--- config.mk ---
export PLATFORM = sky130hd
export DESIGN_NAME = vend_credit_sequencer
export DESIGN_NICKNAME = d
export VERILOG_FILES = /design/src/rtl/vend_credit_sequencer.sv
export SDC_FILE = /design/constraint.sdc
export NUM_CORES = 1
export LEC_CHECK = 0
export CORE_ASPECT_RATIO = 1.5
export CORE_MARGIN = 5
export CORE_UTILIZATION = 37
export CTS_CLUSTER_DIAMETER = 200
export DETAILED_ROUTE_END_ITERATION = 10
export GPL_ROUTABILITY_DRIVEN = 0
export SETUP_SLACK_MARGIN = 0.05
export SLEW_MARGIN = 5
export SYNTH_ARGS = -nofsm -noshare
export SYNTH_HDL_FRONTEND = slang
export SYNTH_SLANG_ARGS = --single-unit
--- constraint.sdc ---
create_clock -name CLK -period 2.7 [get_ports CLK]
set_input_delay 0.405 -clock CLK [delete_from_list [all_inputs] [get_ports CLK]]
set_output_delay 0.405 -clock CLK [all_outputs]
set_load 0.01 [all_outputs]
--- src/rtl/vend_credit_sequencer.sv ---
// Vending sequencer: accumulates coin credit, pulses guffin at price, then
// pays change greedily (halves before quarters) through a req/ack ejector.
module vend_credit_sequencer #(
  parameter int PRICE_Q    = 3,
  parameter int GAP_CYCLES = 2
) (
  input  logic       CLK,
  input  logic       RES,
  input  logic       quarter_in,
  input  logic       halfDollar_in,
  input  logic       dollar_in,
  input  logic       eject_ack,
  output logic       guffin,
  output logic       quarter_out,
  output logic       halfDollar_out,
  output logic       coin_reject,
  output logic       busy,
  output logic [2:0] credit,
  output logic [2:0] state_code
);

  localparam int GW = (GAP_CYCLES < 2) ? 1 : $clog2(GAP_CYCLES + 1);
  localparam logic [2:0]    PRICE    = 3'(PRICE_Q);
  localparam logic [GW-1:0] GAP_INIT = GW'(GAP_CYCLES);
  localparam logic [GW-1:0] GAP_ONE  = GW'(1);

  typedef enum logic [2:0] {
    ST_IDLE    = 3'd0,
    ST_VEND    = 3'd1,
    ST_CHANGE  = 3'd2,
    ST_EJECT_Q = 3'd3,
    ST_EJECT_H = 3'd4,
    ST_GAP     = 3'd5
  } state_e;

  state_e        state_q, state_d;
  logic [2:0]    credit_q, credit_d;
  logic [GW-1:0] gap_q, gap_d;
  logic          coin_reject_q, coin_reject_d;

  logic [2:0] coins_s;
  logic [2:0] coin_val_s;
  logic       multi_s;
  logic [2:0] sum_s;

  // Decode the coin inputs into a value; more than one high at once is refused.
  always_comb begin
    coins_s    = {dollar_in, halfDollar_in, quarter_in};
    coin_val_s = 3'd0;
    multi_s    = 1'b0;
    case (coins_s)
      3'b000:  coin_val_s = 3'd0;
      3'b001:  coin_val_s = 3'd1;
      3'b010:  coin_val_s = 3'd2;
      3'b100:  coin_val_s = 3'd4;
      default: multi_s    = 1'b1;
    endcase
    sum_s = credit_q + coin_val_s;
  end

  // Next-state, credit and gap counter computation.
  always_comb begin
    state_d       = state_q;
    credit_d      = credit_q;
    gap_d         = gap_q;
    coin_reject_d = (state_q != ST_IDLE) ? (coins_s != 3'b000) : multi_s;
    case (state_q)
      ST_IDLE: begin
        if (!multi_s && (coin_val_s != 3'd0)) begin
          credit_d = sum_s;
          state_d  = (sum_s >= PRICE) ? ST_VEND : ST_IDLE;
        end else begin
          state_d = ST_IDLE;
        end
      end
      ST_VEND: begin
        credit_d = credit_q - PRICE;
        state_d  = ST_CHANGE;
      end
      ST_CHANGE: begin
        if (credit_q >= 3'd2) begin
          state_d = ST_EJECT_H;
        end else if (credit_q == 3'd1) begin
          state_d = ST_EJECT_Q;
        end else begin
          state_d = ST_IDLE;
        end
      end
      ST_EJECT_Q, ST_EJECT_H: begin
        if (eject_ack) begin
          credit_d = credit_q - ((state_q == ST_EJECT_H) ? 3'd2 : 3'd1);
          gap_d    = GAP_INIT;
          state_d  = (GAP_CYCLES == 0) ? ST_CHANGE : ST_GAP;
        end else begin
          state_d = state_q;
        end
      end
      ST_GAP: begin
        if (gap_q <= GAP_ONE) begin
          gap_d   = '0;
          state_d = ST_CHANGE;
        end else begin
          gap_d = gap_q - GAP_ONE;
        end
      end
      default: begin
        state_d  = ST_IDLE;
        credit_d = 3'd0;
        gap_d    = '0;
      end
    endcase
  end

  // State registers with synchronous reset.
  always_ff @(posedge CLK) begin
    if (RES) begin
      state_q       <= ST_IDLE;
      credit_q      <= 3'd0;
      gap_q         <= '0;
      coin_reject_q <= 1'b0;
    end else begin
      state_q       <= state_d;
      credit_q      <= credit_d;
      gap_q         <= gap_d;
      coin_reject_q <= coin_reject_d;
    end
  end

  // Moore output decode from registered state.
  always_comb begin
    guffin         = (state_q == ST_VEND);
    quarter_out    = (state_q == ST_EJECT_Q);
    halfDollar_out = (state_q == ST_EJECT_H);
    busy           = (state_q != ST_IDLE);
    credit         = credit_q;
    state_code     = state_q;
    coin_reject    = coin_reject_q;
  end

endmodule
Yosys cells after proc, flatten, opt, wreduce, memory -nomap -nowiden
Cells that the tools add are included.

Register bits after elaboration: 9. Input port bits: 6. Output and inout bits: 11. Word-level logic and storage cells: 55.

$add $sub $neg: 4. Order comparisons: 3. Eq/ne operators: 12. Multiplexer cells: 17. Bitwise operators: 2. Reduce and logical (&&, ||, !) cells: 13.

Operator list (count): two-way mux 3 bit (5); one-hot mux 3 bit (5 select lines) (1); one-hot mux 3 bit (4 select lines) (1); == test 3 x 1 -> 1 bit, second input constant (3); == test 3 x 2 -> 1 bit, second input constant (3); == test 3 bit, second input constant (3); one-hot mux 3 bit (3 select lines) (1); nonzero test 3 bit (3); two-way mux 2 bit (4); greater-or-equal comparator 3 x 2 -> 1 bit, second input constant (2); zero test 3 bit (2); inequality test 2 bit, second input constant (3); one-hot mux 2 bit (3 select lines) (1); two-way mux 1 bit (4); AND reduction 2 bit (2); OR reduction 2 bit (2); OR reduction 4 bit (1); adder 3 bit (1); AND reduction 3 bit (1); OR reduction 3 bit (1); subtractor 3 x 2 -> 3 bit (1); subtractor 3 x 2 -> 3 bit, second input constant (1); less-or-equal comparator 2 x 1 -> 1 bit, second input constant (1); inverter 1 bit (2); 2 further kinds (2).

Longest topological paths before layout
Depth in word-level cells: 7. Gate-level depth with buffers: 8. Mapped depth without buffers: 7.

Least setup slack after synthesis
OpenSTA, ideal clock, no wires.

Path kind: reg2reg. Start point: register state_q[2], in the netlist state_code[2]. End point: register credit_q[1], in the netlist credit[1]. Library setup time: 129 ps. Arrival: 1964 ps. Path slack: 607 ps. Stages on the path, launching flop included: 9. Period minus slack after synthesis: 2093 ps. Cells stage by stage: dfxtp_1 -> or3b_1 -> buf_2 -> ha_1 -> fa_1 -> nor2b_1 -> a21oi_1 -> o22a_1 -> o22ai_1.

Longest elaborated chain between the ends: 5.

RTL lines: start, declared (RTL line 36) `state_e state_q, state_d;`; start signal, assigned (RTL line 122) `state_q <= state_d;`; == test 3 bit (RTL line 67, 91); two-way mux 2 bit (RTL line 91) `credit_d = credit_q - ((state_q == ST_EJECT_H) ? 3'd2 : 3'd1);`; subtractor 3 x 2 -> 3 bit (RTL line 91); two-way mux 3 bit (RTL line 90) `if (eject_ack) begin`; one-hot mux 3 bit (4 select lines) (RTL line 67) `case (state_q)`; end signal, assigned (RTL line 123) `credit_q <= credit_d;`; end, declared (RTL line 37) `logic [2:0] credit_q, credit_d;`.

Several ways; a longest one is shown, not always the timed one. The select of a mux whose other input is x is not followed. A chain may end at the register's enable or synchronous reset.

Worst setup path after layout
Start point: input dollar_in. End point: register state_q[0], in the netlist state_code[0].

Longest elaborated chain between the ends: 7.

RTL lines: start, declared (RTL line 11) `input logic dollar_in,`; == test 3 bit (tied with other cells) (RTL line 51) `case (coins_s)`; one-hot mux 3 bit (3 select lines) (RTL line 51); adder 3 bit (RTL line 58) `sum_s = credit_q + coin_val_s;`; greater-or-equal comparator 3 x 2 -> 1 bit (RTL line 71) `state_d = (sum_s >= PRICE) ? ST_VEND : ST_IDLE;`; two-way mux 1 bit (RTL line 71); two-way mux 1 bit (*) (RTL line 69) `if (!multi_s && (coin_val_s != 3'd0)) begin`; one-hot mux 3 bit (5 select lines) (*) (RTL line 67).

Mark *: on every way between the ends. The rest lies on a longest branch, timed or not.

==> reports/results.ini <==
[synthesis]
avgSynthCellArea_um2=7.84
ys_seq_elements=9
synth_seq_area_share=0.232
yosys.area.top_type=dfxtp_1
synth_cells=99
synth.distinct_cells=39
syn_nets=109
synth_top_area_share=0.232
synthArstFlopShare=0
yosysWarnings=0
synth_edf_count=0
synth_ff_type=dfxtp_1
yosys-top-cells-area=dfxtp_1 (23%), a21oi_1 (5.2%), fa_1 (5.2%)
netlist_area_um2=776

[sta]
min_period_ns=2.31
clock_skew_ns=0.00280
hold_ws_ns=0.554
finalHoldViolCount=0
relSlewSlack=0.750
tightest_slew_ns=0.374
setup_violations=0
rsz0062_at_grt=false
period_share=0.856
slew_viol_final=0
layout_setup_ws_ns=0.389
fmax_mhz=433
setup_tns_ns=0

[critical_path]
arrival_ns=2.49
crit_path_end_kind=register
setup.worst_path.class=input pin to register
crit_required_ns=2.88
path_max_fanout=7
start_kind=input pin

[floorplan]
num_rows=20
die_x_um=47.4
start_util=0.383
die_area_um2=3130
die_h_um=66.1
ioPinCount=17
core_area_um2=2030

[run_status]
status=complete, no violations

[job]
cap_violations=0

[global_routing]
grt_max_degree=18
grt_overflow_total=0
grt_pass1_vias=768
grt_pass1_wl_um=3370
grt_use_total=0.148
antenna_found_initial=0

[route]
num_vias=766
first_iter_violations=17
drc=0
finalWirelength_um=1980
dr.pass1.iters=5
antenna_left=0
viasPerCell=5.51
wl_per_cell_um=14.3

[layout]
fill_cells=203
n_antenna_cell=0
ff_latch_area_um2=180
multi_input_area_um2=531
nNetsFinal=128
drive_gt1_frac=0.120
finalNonFillerCells=139
areaGrowthSynthToFinish_pct=28.4

[clock_tree]
ctsResizeCount=0
numCtsBuffers=3
post_cts_buffers=0
cts_tree=yes
h-tree-depth=1
cts_buffer_depth=2
clk-insertion-delay-late_ns=0.26
path_clk_slew_ns=0.07
clock-sinks=9
root_buffer=clkbuf_4
hold_buffers=0

[placed_design]
dp_cells=135
dp_slack_ns=0.113
hpwlAfterDp_um=1570
port_buffers=16

[power]
power_mw=0.407
peakVddDrop_uv=239
leakage_nw=0.397
power_density_nw_per_um2=409

[worst_hold_path]
min_path_type=register to register

-- sequential cells by signal, indices dropped and copies added (netlist names) --
signal	flops
coin_reject	1
credit	3
gap_q	2
state_code	3
-- where the power goes --
| part | internal [mW] | switching [mW] | total, mW |
|---|---|---|---|
| clock network | 0.0571 | 0.0497 | 0.107 |
| registers | 0.142 | 0.0123 | 0.154 |
| logic | 0.0760 | 0.0704 | 0.146 |
| total | 0.275 | 0.132 | 0.407 |
-- per-layer routing --
| layer | vias to the layer above | wire [um] | track usage |
|---|---|---|---|
| met5 | - | 0 | 0 |
| met4 | 0 | 47 | 0.0657 |
| met3 | 4 | 72 | 0.0245 |
| met2 | 17 | 1040 | 0.240 |
| met1 | 359 | 824 | 0.184 |
| li1 | 386 | - | - |
-- final timing paths --
path	start	endpoint	slack, ns	cells past startpoint
setup / recovery	dollar_in	state_code[0]	0.39	8
hold reg to reg	credit[2]	credit[2]	0.55	2
hold / removal	credit[2]	credit[2]	0.55	2
setup reg to reg	state_code[0]	credit[1]	0.57	7
-- through the flow --
step	util	cell area, um^2
floorplan	-	776
global placement	0.478	970
detailed placement	0.478	970
CTS	0.491	996
global route	0.491	996
finish	0.491	996
-- kinds of logic after synthesis --
kind of cell,synth area share
buffers and inverters,0.0839
adder cells (fa/ha/maj),0.0968
XOR/XNOR,0.0452
AND/OR/NAND/NOR,0.218
flip-flops,0.232
AO/OA/AOI/OAI,0.324
-- synthesized netlist by cell type, drive strengths merged (2+ instances only) --
library cell  instances
a21oi                 8
nand2b                2
nor3                  4
fa                    2
xor2                  3
o21ai                 9
nor3b                 2
buf                   3
nor2                  6
clkbuf                4
ha                    2
o211a                 2
nor2b                 5
inv                   9
o21a                  2
dfxtp                 9
or3b                  2
o22ai                 3
o22a                  2
nand2                 5
-- cell usage in the layout (no fill, tap or decap), types with 2 or more instances in the layout --
master,synthesis,layout
o211a_1,2,2
nor2b_1,5,5
nor2_1,6,6
nand2_1,5,5
ha_1,2,2
a21oi_1,8,8
clkbuf_4,0,3
nand2b_1,2,2
fa_1,2,2
dfxtp_1,9,9
xor2_1,3,3
nor3_1,4,4
o22ai_1,3,3
o21a_1,2,2
inv_1,9,9
o22a_1,2,2
clkdlybuf4s50_1,0,16
buf_4,0,5
o21ai_1,2,2
o21ai_0,7,7
-- final cells by class --
cell class / count / area share
clock buffers: 4 / 0.0264
inverters: 9 / 0.0339
multi-input cells: 74 / 0.533
flip-flops and latches: 9 / 0.181
well taps: 22 / 0.0276
repair buffers: 21 / 0.198
-- worst max-delay path: stages --
cell and delay, ns:
clkdlybuf4s50_1 0.60, nor3b_1 0.10, ha_1 0.20, fa_1 0.37, xor2_1 0.16, xnor2_1 0.16, a211o_1 0.27, a221oi_2 0.22
(Power assumes the default switching activity.)
